<file path="src/rtl/div_pkg.sv">
// div_pkg: shared state/status encodings and size helpers for fxp_seq_divider.
// The SIGN state is only reachable when DIV_SIGNED_EN is defined.
package div_pkg;

  localparam logic [2:0] S_IDLE = 3'd0;
  localparam logic [2:0] S_LOAD = 3'd1;
  localparam logic [2:0] S_RUN  = 3'd2;
  localparam logic [2:0] S_SIGN = 3'd3;
  localparam logic [2:0] S_DONE = 3'd4;

  typedef enum logic [2:0] {
    ST_IDLE = S_IDLE,
    ST_LOAD = S_LOAD,
    ST_RUN  = S_RUN,
    ST_SIGN = S_SIGN,
    ST_DONE = S_DONE
  } div_state_e;

  typedef enum logic [1:0] {
    STAT_NONE  = 2'd0,
    STAT_VALID = 2'd1,
    STAT_DVZ   = 2'd2,
    STAT_OVF   = 2'd3
  } div_status_e;

  function automatic int unsigned div_n(input int unsigned width, input int unsigned frac);
    return width + frac;
  endfunction

  function automatic int unsigned div_cw(input int unsigned width, input int unsigned frac);
    return $clog2(width + frac + 1);
  endfunction

endpackage

</file>
<file path="src/rtl/div_datapath.sv">
// div_datapath: ACC/Q/B/counter registers, restoring step subtractor and result shaping.
// Magnitude conversion and sign fix-up exist only when DIV_SIGNED_EN is defined.
module div_datapath
  import div_pkg::*;
#(
  parameter int unsigned WIDTH = 16,
  parameter int unsigned FRAC  = 8
) (
  input  logic             clk,
  input  logic             i_rst_n,
  input  logic             i_capture,
  input  logic             i_init,
  input  logic             i_step,
  input  logic             i_sgn,
  input  logic [WIDTH-1:0] i_dividend,
  input  logic [WIDTH-1:0] i_divisor,
  output logic             o_dz,
  output logic             o_early,
  output logic             o_last,
  output logic             o_res_ovf,
  output logic [WIDTH-1:0] o_q_res,
  output logic [WIDTH-1:0] o_r_res
);

  localparam int unsigned N  = div_n(WIDTH, FRAC);
  localparam int unsigned CW = div_cw(WIDTH, FRAC);

  logic [WIDTH-1:0] r_dividend;
  logic [WIDTH-1:0] r_divisor;
  logic [WIDTH-1:0] r_acc;
  logic [WIDTH-1:0] r_b;
  logic [N-1:0]     r_q;
  logic [CW-1:0]    r_cnt;

  logic [WIDTH:0]   w_shacc;
  logic [WIDTH:0]   w_sub;
  logic             w_ge;
  logic [WIDTH-1:0] w_acc_nxt;
  logic [WIDTH-1:0] w_dd_mag;
  logic [WIDTH-1:0] w_ds_mag;

  // ACC stays below B, so only the shifted value needs the extra bit
  assign w_shacc   = {r_acc, r_q[N-1]};
  assign w_ge      = (w_shacc >= {1'b0, r_b});
  assign w_sub     = w_shacc - {1'b0, r_b};
  assign w_acc_nxt = WIDTH'(w_ge ? w_sub : w_shacc);

  assign o_dz    = (r_divisor == '0);
  assign o_early = w_ge && (r_cnt < CW'(FRAC));
  assign o_last  = (r_cnt == CW'(N - 1));

`ifdef DIV_SIGNED_EN
  logic             r_sgn;
  logic             w_dd_neg;
  logic             w_ds_neg;
  logic             w_neg_q;
  logic [WIDTH-1:0] w_qm;

  assign w_dd_neg = r_sgn & r_dividend[WIDTH-1];
  assign w_ds_neg = r_sgn & r_divisor[WIDTH-1];
  assign w_dd_mag = w_dd_neg ? (~r_dividend + WIDTH'(1)) : r_dividend;
  assign w_ds_mag = w_ds_neg ? (~r_divisor + WIDTH'(1)) : r_divisor;

  // Sign fix-up works on the settled registers during the SIGN state
  assign w_qm      = r_q[WIDTH-1:0];
  assign w_neg_q   = w_dd_neg ^ w_ds_neg;
  assign o_q_res   = w_neg_q ? (~w_qm + WIDTH'(1)) : w_qm;
  assign o_r_res   = w_dd_neg ? (~r_acc + WIDTH'(1)) : r_acc;
  assign o_res_ovf = w_neg_q ? (w_qm[WIDTH-1] && (|w_qm[WIDTH-2:0]))
                             : (r_sgn && w_qm[WIDTH-1]);
`else
  logic w_unused_sgn;

  assign w_unused_sgn = i_sgn;
  assign w_dd_mag     = r_dividend;
  assign w_ds_mag     = r_divisor;

  // Unsigned results come straight from the final step's next-state values
  assign o_q_res   = WIDTH'({r_q[N-2:0], w_ge});
  assign o_r_res   = w_acc_nxt;
  assign o_res_ovf = 1'b0;
`endif

  always_ff @(posedge clk or negedge i_rst_n) begin
    if (!i_rst_n) begin
      r_dividend <= '0;
      r_divisor  <= '0;
      r_acc      <= '0;
      r_b        <= '0;
      r_q        <= '0;
      r_cnt      <= '0;
`ifdef DIV_SIGNED_EN
      r_sgn      <= 1'b0;
`endif
    end else begin
      if (i_capture) begin
        r_dividend <= i_dividend;
        r_divisor  <= i_divisor;
`ifdef DIV_SIGNED_EN
        r_sgn      <= i_sgn;
`endif
      end
      if (i_init) begin
        r_acc <= '0;
        r_q   <= N'(w_dd_mag) << FRAC;
        r_b   <= w_ds_mag;
        r_cnt <= '0;
      end else if (i_step) begin
        r_acc <= w_acc_nxt;
        r_q   <= {r_q[N-2:0], w_ge};
        r_cnt <= r_cnt + CW'(1);
      end
    end
  end

endmodule

</file>
<file path="src/rtl/fxp_seq_divider.sv">
// fxp_seq_divider: multi-cycle restoring divider computing (dividend<<FRAC)/divisor.
// Define DIV_SIGNED_EN to honour sgn and add the SIGN fix-up state.
module fxp_seq_divider
  import div_pkg::*;
#(
  parameter int unsigned WIDTH = 16,
  parameter int unsigned FRAC  = 8
) (
  input  logic             clk,
  input  logic             rst,
  input  logic             start,
  input  logic             sgn,
  input  logic [WIDTH-1:0] dividend,
  input  logic [WIDTH-1:0] divisor,
  output logic             busy,
  output logic             valid,
  output logic             dvz,
  output logic             ovf,
  output logic [WIDTH-1:0] quotient,
  output logic [WIDTH-1:0] remainder
);

  div_state_e       r_state;
  div_state_e       w_next;
  div_status_e      w_stat;
  logic             w_capture;
  logic             w_init;
  logic             w_step;
  logic             w_dz;
  logic             w_early;
  logic             w_last;
  logic             w_res_ovf;
  logic [WIDTH-1:0] w_q_res;
  logic [WIDTH-1:0] w_r_res;

  logic             r_valid;
  logic             r_dvz;
  logic             r_ovf;
  logic [WIDTH-1:0] r_quot;
  logic [WIDTH-1:0] r_rem;

  div_datapath #(
    .WIDTH (WIDTH),
    .FRAC  (FRAC)
  ) u_datapath (
    .clk        (clk),
    .i_rst_n    (rst),
    .i_capture  (w_capture),
    .i_init     (w_init),
    .i_step     (w_step),
    .i_sgn      (sgn),
    .i_dividend (dividend),
    .i_divisor  (divisor),
    .o_dz       (w_dz),
    .o_early    (w_early),
    .o_last     (w_last),
    .o_res_ovf  (w_res_ovf),
    .o_q_res    (w_q_res),
    .o_r_res    (w_r_res)
  );

  // Status is decided on the edge entering DONE so the pulse and result share that cycle
  always_comb begin
    w_next    = r_state;
    w_stat    = STAT_NONE;
    w_capture = 1'b0;
    w_init    = 1'b0;
    w_step    = 1'b0;
    case (r_state)
      ST_IDLE: begin
        if (start) begin
          w_capture = 1'b1;
          w_next    = ST_LOAD;
        end
      end
      ST_LOAD: begin
        if (w_dz) begin
          w_stat = STAT_DVZ;
          w_next = ST_DONE;
        end else begin
          w_init = 1'b1;
          w_next = ST_RUN;
        end
      end
      ST_RUN: begin
        w_step = 1'b1;
        if (w_early) begin
          w_stat = STAT_OVF;
          w_next = ST_DONE;
        end else if (w_last) begin
`ifdef DIV_SIGNED_EN
          w_next = ST_SIGN;
`else
          w_stat = w_res_ovf ? STAT_OVF : STAT_VALID;
          w_next = ST_DONE;
`endif
        end
      end
`ifdef DIV_SIGNED_EN
      ST_SIGN: begin
        w_stat = w_res_ovf ? STAT_OVF : STAT_VALID;
        w_next = ST_DONE;
      end
`endif
      ST_DONE: w_next = ST_IDLE;
      default: w_next = ST_IDLE;
    endcase
  end

  always_ff @(posedge clk or negedge rst) begin
    if (!rst) begin
      r_state <= ST_IDLE;
      r_valid <= 1'b0;
      r_dvz   <= 1'b0;
      r_ovf   <= 1'b0;
      r_quot  <= '0;
      r_rem   <= '0;
    end else begin
      r_state <= w_next;
      r_valid <= (w_stat == STAT_VALID);
      r_dvz   <= (w_stat == STAT_DVZ);
      r_ovf   <= (w_stat == STAT_OVF);
      if (w_stat == STAT_VALID) begin
        r_quot <= w_q_res;
        r_rem  <= w_r_res;
      end else if (w_stat != STAT_NONE) begin
        r_quot <= '0;
        r_rem  <= '0;
      end
    end
  end

  assign busy      = (r_state != ST_IDLE);
  assign valid     = r_valid;
  assign dvz       = r_dvz;
  assign ovf       = r_ovf;
  assign quotient  = r_quot;
  assign remainder = r_rem;

endmodule

</file>
<file path="config.mk">
export PLATFORM = sky130hd
export DESIGN_NAME = fxp_seq_divider
export DESIGN_NICKNAME = d
export VERILOG_FILES = /design/src/rtl/div_pkg.sv /design/src/rtl/div_datapath.sv /design/src/rtl/fxp_seq_divider.sv
export SDC_FILE = /design/constraint.sdc
export NUM_CORES = 1
export LEC_CHECK = 0
export ABC_AREA = 1
export CAP_MARGIN = 15
export CORE_UTILIZATION = 30
export DETAILED_ROUTE_END_ITERATION = 8
export DONT_BUFFER_PORTS = 1
export PLACE_DENSITY = 0.44
export RECOVER_POWER = 100
export SYNTH_ARGS = -nofsm -noshare
export SYNTH_HDL_FRONTEND = slang
export SYNTH_SLANG_ARGS = --single-unit
</file>
<file path="constraint.sdc">
create_clock -name clk -period 2.2 [get_ports clk]
set_input_delay 0.44 -clock clk [delete_from_list [all_inputs] [get_ports clk]]
set_output_delay 0.44 -clock clk [all_outputs]
set_load 0.01 [all_outputs]
</file>
==> results of run 1 <==
repair_timing:
action                     4_1_cts  5_1_grt
pin swaps                        1       11
hold endpoints to repair       131      131
cloned                           1        2
setup endpoints to repair       33       44
buffers inserted                 0       13
resized for setup               20       52
kinds of logic after synthesis:
| logic type | Yosys count |
|---|---|
| buffers and inverters | 131 |
| adders and majority gates | 18 |
| and+or+nand+nor | 402 |
| xor gates and xnor gates | 7 |
| DFF | 131 |
| AOI/OAI and AO/OA | 92 |
flip-flops by register name, indices dropped and copies added (netlist names):
signal and flops:
u_datapath.r_acc 16, u_datapath.r_dividend 16, u_datapath.r_cnt 5, u_datapath.r_b 16, u_datapath.r_q 24, u_datapath.r_divisor 16, r_state 3, quotient 16
ovf 1, dvz 1, remainder 16, valid 1
cells in the mapped netlist (4+ instances only):
| cell type | n | area, µm² |
|---|---|---|
| nand2_2 | 4 | 25.0 |
| clkbuf_1 | 15 | 56.3 |
| nand4_1 | 6 | 37.5 |
| inv_1 | 99 | 372 |
| ha_1 | 17 | 213 |
| nor2_1 | 17 | 63.8 |
| o22ai_1 | 8 | 50.1 |
| o221ai_1 | 12 | 105 |
| buf_6 | 7 | 78.8 |
| nor2_2 | 4 | 25.0 |
| inv_2 | 6 | 22.5 |
| nor3_1 | 4 | 20.0 |
| nand3_1 | 23 | 115 |
| a21oi_1 | 15 | 75.1 |
| dfrtp_1 | 131 | 3280 |
| o21ai_0 | 48 | 240 |
| nand2_1 | 328 | 1230 |
| xor2_1 | 4 | 35.0 |
cell type report:
cell class / count / area (µm²) / share of cell area [%]
clock buffers: 22 / 474 / 5.93
repair buffers: 65 / 577 / 7.22
well taps: 270 / 338 / 4.23
multi-input cells: 519 / 2800 / 35.0
flip-flops and latches: 131 / 3280 / 41.0
clock inverters: 10 / 124 / 1.55
inverters: 105 / 402 / 5.03
metal layers:
layer | share of wire (%) | track usage (%)
met1 | 50 | 21.6
met2 | 45 | 25.3
met3 | 3.9 | 3.76
met4 | 0.85 | 4.43
met5 | 0 | 0
final timing paths:
check	slack (ns)	endpoint	start
setup / recovery	0.1	remainder[8]$_DFFE_PN0P_	u_datapath.r_b[7]$_DFFE_PN0P_
hold / removal	-0.29	remainder[3]$_DFFE_PN0P_	rst
setup reg to reg	0.1	remainder[8]$_DFFE_PN0P_	u_datapath.r_b[7]$_DFFE_PN0P_
min in group clk	0.14	u_datapath.r_dividend[1]$_DFFE_PN0P_	dividend[1]
max in group asynchronous	2.17	u_datapath.r_acc[12]$_DFFE_PN0P_	rst
hold reg to reg	0.47	quotient[7]$_DFFE_PN0P_	u_datapath.r_q[6]$_DFFE_PN0P_
stage by stage:
stage          utilization (%)  total power [mW]
4_1_cts                   37.7              12.4
6_report                  39.1              12.7
5_1_grt                   39.1              13.8
3_5_place_dp              33.9              9.25
3_3_place_gp              33.9              9.20
2_1_floorplan                -              7.23
report_power, final:
part	internal (mW)	switching (mW)
combinational	2.58	3.65
clock	1.77	1.09
sequential	3.17	0.462
==> impl_metrics.tcl, run 1 <==
set metrics [dict create \
    grt_overflow 0 \
    dieArea_mm2 0.0217 \
    worstMarginPinSlew_ns 0.695 \
    fp.dieH_um 147 \
    pwr_density_cell_mw_per_mm2 1590 \
    end_kind "flip-flop" \
    relSlewSlack_pct 53.6 \
    syn_inst 781 \
    syn_avg_cell_area_um2 8.10 \
    tritoncts "done" \
    crit_fanout 7 \
    path_depth 15 \
    fp.coreArea_mm2 0.0204 \
    hold_ws_ns -0.286 \
    hold_violations 131 \
    antenna_left 0 \
    firstDrtPassIters 4 \
    synthDistinctLibCells 41 \
    syn2layout_area_growth_pct 26.3 \
    grt.total_usage_pct 15.9 \
    ir_worst_vdd_v 0.000534 \
    nFillCells 2151 \
    crit_required_ns 2.55 \
    synth_compound_area_share_pct 8.46 \
    cap_violations 0 \
    grt_antenna_before_repair 0 \
    cts_buffer_depth 2 \
    netlist_area_mm2 0.00633 \
    die_x_um 147 \
    period_needed_ns 2.10 \
    synthMuxAreaShare_pct 0 \
    drc 0 \
    diodes 0 \
    stdcell_count 1122 \
    slowest_delay_ns 0.39 \
    violations "hold timing" \
    synth-simple-area-share_pct 26.4 \
    cts.sinks 131 \
    grt_pass1_vias 5148 \
    grt_start_max_net_pins 132 \
    cp_slowest_cell "dfrtp_1" \
    ios 72 \
    path_delay_family "simple AND/OR/NAND/NOR gates" \
    slew_violations 0 \
    reg2reg_depth 15 \
    setup_viol 0 \
    rows 52 \
    synth_top_family_by_area "simple AND/OR/NAND/NOR gates" \
    critPathBufInv 5 \
    grt_pass1_wl_um 26900 \
    dp_slack_ns -0.0860 \
    finalWorstSetupSlack_ns 0.0993 \
    worstSetupStartpointType "flip-flop" \
    skew_ns 0.0114 \
    final_cell_mix "nand2_1, dfrtp_1, inv_1, buf_4, o21ai_0" \
    path_cells "inv_2, ha_4, nand2_2, inv_2, a21oi_2, nand3_2, nand2_2, nand2_4, buf_6, nand2_8, nand4_4, inv_8, clkbuf_16, nand2_1, nand2_1" \
    drt_iter0_markers 259 \
    async_reset_ff_share_pct 100 \
    syn_nets 835 \
    max_freq_ghz 0.476 \
    leakagePower_nw 4.07 \
    design_area_mm2 0.00799 \
    wirelength_um 16300 \
    ys_warn_count 0 \
    wl_per_cell_um 14.5 \
    drive_above_1_share_pct 20.9 \
    root_buffer "clkbuf_16" \
    hold_class "in2async" \
    port_buffers 0 \
    rsz0062_at_grt "yes" \
    path_clk_slew_ns 0.06 \
    layout_commonest_cell "nand2_1" \
    gp_congestion 0.785 \
    synth-seq-area-share_pct 51.8 \
    cts_buffers 17 \
    avgViaCountPerCell 4.49 \
    cts-htree-levels 4 \
    ys.flop_type "dfrtp_1" \
    worstPathArrival_ns 2.45 \
    hpwlAfterDp_um 11000 \
    synth-seq-cells 131 \
    dpl_cell_area_mm2 0.00693 \
    status "finished with violations" \
    clk_latency_ns 0.42 \
    tns_ns 0 \
    critPathKind "reg2reg" \
    synth-edff-count 0 \
    layout.nets 893 \
    yosys.area_share.xor_xnor_pct 0.969 \
    num_vias 5033 \
    fin_crit_sh_pct 95.5 \
    dp_cells 1074 \
    synth-adder-area-share_pct 3.68 \
    start_util_pct 31.0 \
]
No activity file was read; power rests on OpenSTA's default activity.
==> inputs of run 2 (changes only) <==
--- a/config.mk
+++ b/config.mk
@@ -10,6 +10,7 @@
 export CORE_UTILIZATION = 30
 export DETAILED_ROUTE_END_ITERATION = 8
 export DONT_BUFFER_PORTS = 1
+export HOLD_SLACK_MARGIN = 0.03
 export PLACE_DENSITY = 0.44
 export RECOVER_POWER = 100
 export SYNTH_ARGS = -nofsm -noshare
==> results of run 2 <==
No change in the layout: final DEF, timing and power equal those of run 1.
==> inputs of run 3 (changes only) <==
--- a/config.mk
+++ b/config.mk
@@ -11,7 +11,6 @@
 export DETAILED_ROUTE_END_ITERATION = 8
 export DONT_BUFFER_PORTS = 1
 export HOLD_SLACK_MARGIN = 0.03
-export PLACE_DENSITY = 0.44
 export RECOVER_POWER = 100
 export SYNTH_ARGS = -nofsm -noshare
 export SYNTH_HDL_FRONTEND = slang
==> run 3 against run 2 <==
- register-to-register slack lost 0.04 ns
- critical path depth is 1 lower
- via count shrank 1.8%
- sequential share of layout area shrank 0.25 points
- utilization increased by 0.27 points
- setup slack lost 0.040 ns
- non-clock buffer count fell by 16
- the run still ends with hold timing left
- worst hold slack better by 0.0022 ns
- sequential power hardly changed
- clock skew about the same
- largest power group unchanged
==> impl_metrics.tcl, run 3 (same netlist as run 1, synthesis figures left out) <==
set metrics [dict create \
    status "finished with violations" \
    violations "hold timing" \
    end_kind "flip-flop" \
    layout.nets 877 \
    rows 52 \
    cts_buffer_depth 2 \
    final_cell_mix "nand2_1, dfrtp_1, inv_1, o21ai_0, buf_4" \
    period_needed_ns 2.14 \
    cts.sinks 131 \
    hold_ws_ns -0.283 \
    ir_worst_vdd_v 0.000659 \
    multi_input_comb_area_mm2 0.00293 \
    relSlewSlack_pct 54.0 \
    nFillCells 2065 \
    rsz0062_at_grt "yes" \
    design_power_total_mw 12.7 \
    hpwlAfterDp_um 10000 \
    cap_violations 0 \
    hold_class "in2async" \
    fp.coreArea_mm2 0.0204 \
    slew_violations 0 \
    die_x_um 147 \
    stdcell_count 1106 \
    root_buffer "clkbuf_16" \
    grt_pass1_wl_um 24300 \
    port_buffers 0 \
    gp_congestion 0.796 \
    clk_latency_ns 0.42 \
    top_register "u_datapath.r_q" \
    worstSetupStartpointType "flip-flop" \
    dieArea_mm2 0.0217 \
    antenna_left 0 \
    worstMarginPinSlew_ns 0.689 \
    grt_pass1_vias 4773 \
    dp_cells 1055 \
    avgViaCountPerCell 4.47 \
    skew_ns 0.0110 \
    fp.dieH_um 147 \
    largest_register_ff_count 24 \
    tritoncts "done" \
    drc 0 \
    grt_antenna_before_repair 0 \
    path_clk_slew_ns 0.05 \
    wl_per_cell_um 14.6 \
    start_util_pct 31.0 \
    drive_above_1_share_pct 21.7 \
    firstDrtPassIters 4 \
    ios 72 \
    worstPathArrival_ns 2.45 \
    cts_buffers 17 \
    grt.total_usage_pct 14.4 \
    wirelength_um 16100 \
    drt_iter0_markers 289 \
    crit_required_ns 2.51 \
    regArea_mm2 0.00328 \
    setup_viol 0 \
    grt_overflow 0 \
    fin_crit_sh_pct 97.3 \
    num_vias 4942 \
    pwr_density_cell_mw_per_mm2 1580 \
    cts-htree-levels 4 \
    layout_commonest_cell "nand2_1" \
    syn2layout_area_growth_pct 27.1 \
    grt_start_max_net_pins 132 \
    max_freq_ghz 0.467 \
    leakagePower_nw 4.02 \
    crit_fanout 8 \
    critPathKind "reg2reg" \
    diodes 0 \
    hold_violations 131 \
]
run 3: metal layers:
layer | track usage (%) | wire [µm] | part of all wire (%) | vias to the layer above
li1 | - | - | - | 2546
met1 | 19.2 | 7520 | 47 | 2290
met2 | 21.5 | 7450 | 46 | 87
met3 | 4.75 | 919 | 5.7 | 19
met4 | 5.41 | 229 | 1.4 | 0
met5 | 0 | 0 | 0 | -
run 3: cell type report:
cell class                      count  share of cell area [%]
Clock inverter                      8                    1.28
Clock buffer                       24                    5.86
Sequential cell                   131                    40.8
Timing Repair Buffer               49                    6.45
Inverter                          105                    4.96
Tap cell                          270                    4.20
Multi-Input combinational cell    519                    36.5
run 3: path summary, 6_finish.rpt:
check	start	to	slack [ns]	depth (start not counted)
setup / recovery	u_datapath.r_acc[5]$_DFFE_PN0P_	quotient[7]$_DFFE_PN0P_	0.06	14
min in group clk	dividend[10]	u_datapath.r_dividend[10]$_DFFE_PN0P_	0.14	2
hold / removal	rst	quotient[6]$_DFFE_PN0P_	-0.28	0
hold reg to reg	u_datapath.r_q[3]$_DFFE_PN0P_	quotient[4]$_DFFE_PN0P_	0.47	2
max in group asynchronous	rst	quotient[14]$_DFFE_PN0P_	2.12	0
setup reg to reg	u_datapath.r_acc[5]$_DFFE_PN0P_	quotient[7]$_DFFE_PN0P_	0.06	14
run 3: power breakdown:
| part | total (mW) | switching [mW] | internal (mW) |
|---|---|---|---|
| registers | 3.62 | 0.452 | 3.17 |
| clock network | 2.75 | 1.02 | 1.73 |
| logic | 6.35 | 3.74 | 2.61 |
run 3: what timing repair did:
| action | in CTS | in global routing |
|---|---|---|
| hold endpoints to repair | 131 | 131 |
| setup endpoints to repair | 0 | 46 |
| resized for setup | 0 | 103 |
| setup buffers | 0 | 11 |
run 3: worst max-delay path, cell delays in order, from the launching register on:
cell	delay, ns
dfrtp_1	0.43
ha_4	0.32
nand2_2	0.08
nor2_4	0.11
nand2_1	0.08
nor2_1	0.12
nor2_2	0.06
nand2_4	0.08
buf_6	0.10
nand2_4	0.05
nand2_4	0.08
nand3_4	0.15
clkbuf_16	0.24
nand2_1	0.07
nand2_1	0.05
run 3: through the flow:
stage | TNS (ns) | instance area [µm²] | setup slack (ns) | util, %
2_1_floorplan | 0 | 6330 | 0.352 | -
3_3_place_gp | 0 | 6780 | 0.0612 | 33.2
3_5_place_dp | 0 | 6780 | 0.0423 | 33.2
4_1_cts | 0 | 7350 | 0.0213 | 36.0
5_1_grt | -1.07 | 8050 | -0.0647 | 39.4
6_report | 0 | 8050 | 0.0595 | 39.4
==> RTL edit, RTL diff (settings of run 2) <==
Make the reset (`i_rst_n` and `rst`) synchronous in 2 clocked blocks.
--- a/src/rtl/div_datapath.sv
+++ b/src/rtl/div_datapath.sv
@@ -81,7 +81,7 @@
   assign o_res_ovf = 1'b0;
 `endif
 
-  always_ff @(posedge clk or negedge i_rst_n) begin
+  always_ff @(posedge clk) begin
     if (!i_rst_n) begin
       r_dividend <= '0;
       r_divisor  <= '0;
--- a/src/rtl/fxp_seq_divider.sv
+++ b/src/rtl/fxp_seq_divider.sv
@@ -107,7 +107,7 @@
     endcase
   end
 
-  always_ff @(posedge clk or negedge rst) begin
+  always_ff @(posedge clk) begin
     if (!rst) begin
       r_state <= ST_IDLE;
       r_valid <= 1'b0;
Check against the original RTL: differs if rst is asserted again (counterexample within 4 cycles, from zero or initial values and one cycle with rst low); with rst held inactive, the same outputs for 10 cycles.
==> RTL edit against run 2 <==
- routed wire length is 0.44% lower
- setup slack gained 38 ps
- area after synthesis is 5.6% lower
- maximum frequency up 1.9%
- final area decreased by 7.4%
- sequential cell count stayed put
Power is not compared: it rests on default switching activity, and its combinational part moved more than twofold at a synthesized area within 25%.
==> RTL edit: results (changes against run 2) <==
| Metric | Value |
|---|---|
| Status | `finished, final reports clean` |
| HPWL Detailed | `10.8 mm (-1.8%)` |
| Final GP Congestion | `0.808 (+2.9%)` |
| Fin Clk Skew | `10.4 ps (-0.926 ps)` |
| Commonest cells post-synth | `nand2_1 (198), dfxtp_1 (131), inv_1 (99)` |
| Worst Path Arrival | `2430 ps (-20 ps)` |
| Met3 usage | `4.53% (+0.77 points)` |
| GR Layer Usage met2 | `26.8% (+1.5 points)` |
| Hold slack | `160 ps (+446 ps)` |
| GR Util All Layers | `16.2% (+0.32 points)` |
| End of the worst register-to-register path | `remainder[4]$_SDFFE_PN0P_` |
| Post-synth top flop | `dfxtp_1` |
| RR Startpoint | `u_datapath.r_acc[9]$_SDFFE_PP0P_` |
| Synth unique cells | `36 (-12%)` |
| Total nets after synthesis | `884 (+5.9%)` |
| Inst Count DP | `1089 (+1.4%)` |
| Post-Synth XOR/XNOR Area | `1.61% (+0.64 points)` |
| Largest net degree at the start of global routing | `86 (-35%)` |
| Detailed router's first-iteration violation count | `276 (+6.6%)` |
| Register area share after synthesis | `43.9% (-7.9 points)` |
| Routed wl met3 | `626 um (-0.48%)` |
| Grt met1 use | `20.3% (-1.3 points)` |
| Main area contributors after synthesis | `dfxtp_1 (44%), nand2_1 (12%), a21oi_1 (6.9%)` |
| Worst vdd ir | `0.000721 V` |
| Via/cell ratio | `4.55 (+1.5%)` |
| WL/cell | `14.3 um (-1.2%)` |
| Vias post-DR | `5149 (+2.3%)` |
| Met1 WL | `7.75 mm (-4.5%)` |
| Fillers | `2069 (-3.8%)` |
| Net count, final | `907 (+1.6%)` |
| HP Class | `input port to flop` |
| Post-synth ARST share | `0% (-100 points)` |
| Complex-gate fraction of the synthesized area | `15.9% (+7.4 points)` |
| Synth Area in Adders | `3.90% (+0.22 points)` |
| Layout cell share with drive strength beyond 1 | `15.1% (-5.8 points)` |
| Vias in the first global route | `4987 (-3.1%)` |
| DR WL met2 | `7.55 mm (+2.2%)` |
| Syn Inst Count | `830 (+6.3%)` |
| Worst Tran Pin Value | `1070 ps (+378 ps)` |
| Crit-path max FO | `6 (-1)` |
| Global-route wire length before repair | `25.6 mm (-4.8%)` |
| Reg2Reg Setup Slack | `140 ps (+40 ps)` |
-- RTL edit: cell count changes in the layout (fill, tap and decap cells not counted), moves of 12 or more --
| cell | before | now |
|---|---|---|
| nand3_1 | 20 | 68 |
| nand2_2 | 24 | 10 |
| nor2_1 | 15 | 48 |
| dfrtp_1 | 130 | 0 |
| o221ai_1 | 12 | 0 |
| a21oi_1 | 13 | 79 |
| nand2_1 | 306 | 189 |
| inv_2 | 18 | 4 |
| o21ai_0 | 46 | 71 |
| a31oi_1 | 2 | 14 |
| dfxtp_1 | 0 | 128 |
| buf_4 | 53 | 33 |
-- RTL edit: repair_timing --
| item | 4_1_cts | 5_1_grt |
|---|---|---|
| buffers inserted | 0 | 5 |
| resized for setup | 0 | 49 |
| endpoints found under the setup margin | 0 | 48 |
-- RTL edit: worst max path at each step --
stage                                                   end  cells after the start                              from
after floorplan           u_datapath.r_acc[10]$_SDFFE_PP0P_                     11   u_datapath.r_q[23]$_SDFFE_PN0P_
after global placement     u_datapath.r_acc[5]$_SDFFE_PP0P_                     14   u_datapath.r_b[12]$_SDFFE_PN0P_
after detailed placement   u_datapath.r_acc[5]$_SDFFE_PP0P_                     12   u_datapath.r_b[12]$_SDFFE_PN0P_
after CTS                  u_datapath.r_acc[5]$_SDFFE_PP0P_                     12   u_datapath.r_b[12]$_SDFFE_PN0P_
after global routing      u_datapath.r_acc[14]$_SDFFE_PP0P_                     14   u_datapath.r_q[23]$_SDFFE_PN0P_
final                             remainder[4]$_SDFFE_PN0P_                     16  u_datapath.r_acc[9]$_SDFFE_PP0P_
-- RTL edit: metrics by stage --
stage          worst slack [ps]  instance area (um2)  power [W]  util (%)
2_1_floorplan               215                 5970    0.00426         -
3_3_place_gp               44.0                 6420    0.00500      33.0
3_5_place_dp               47.7                 6420    0.00499      33.0
4_1_cts                    32.9                 7050    0.00803      36.2
5_1_grt                    2.11                 7400    0.00874      38.0
6_report                    138                 7400    0.00818      38.0
-- RTL edit: critical path, cell delays in order, from the launching register on --
cell and delay [ps]:
dfxtp_1 400, ha_4 240, nand2_1 80, nand2_1 60, nand2_1 60, nand2_1 70, nand2_1 70, nand2_1 50
nor2_2 130, nand2_4 100, nand2_4 90, nand4_4 70, nor2_2 170, buf_12 160, buf_4 150, nand2_1 60
nand2_1 60
-- RTL edit: area by class of cell --
cell class / count / area, um2 / share of cell area (%)
clock inverters: 11 / 149 / 2.01
multi-input cells: 552 / 3000 / 40.5
well taps: 265 / 332 / 4.48
inverters: 103 / 387 / 5.22
flip-flops and latches: 131 / 2630 / 35.5
clock buffers: 21 / 480 / 6.49
repair buffers: 48 / 428 / 5.78
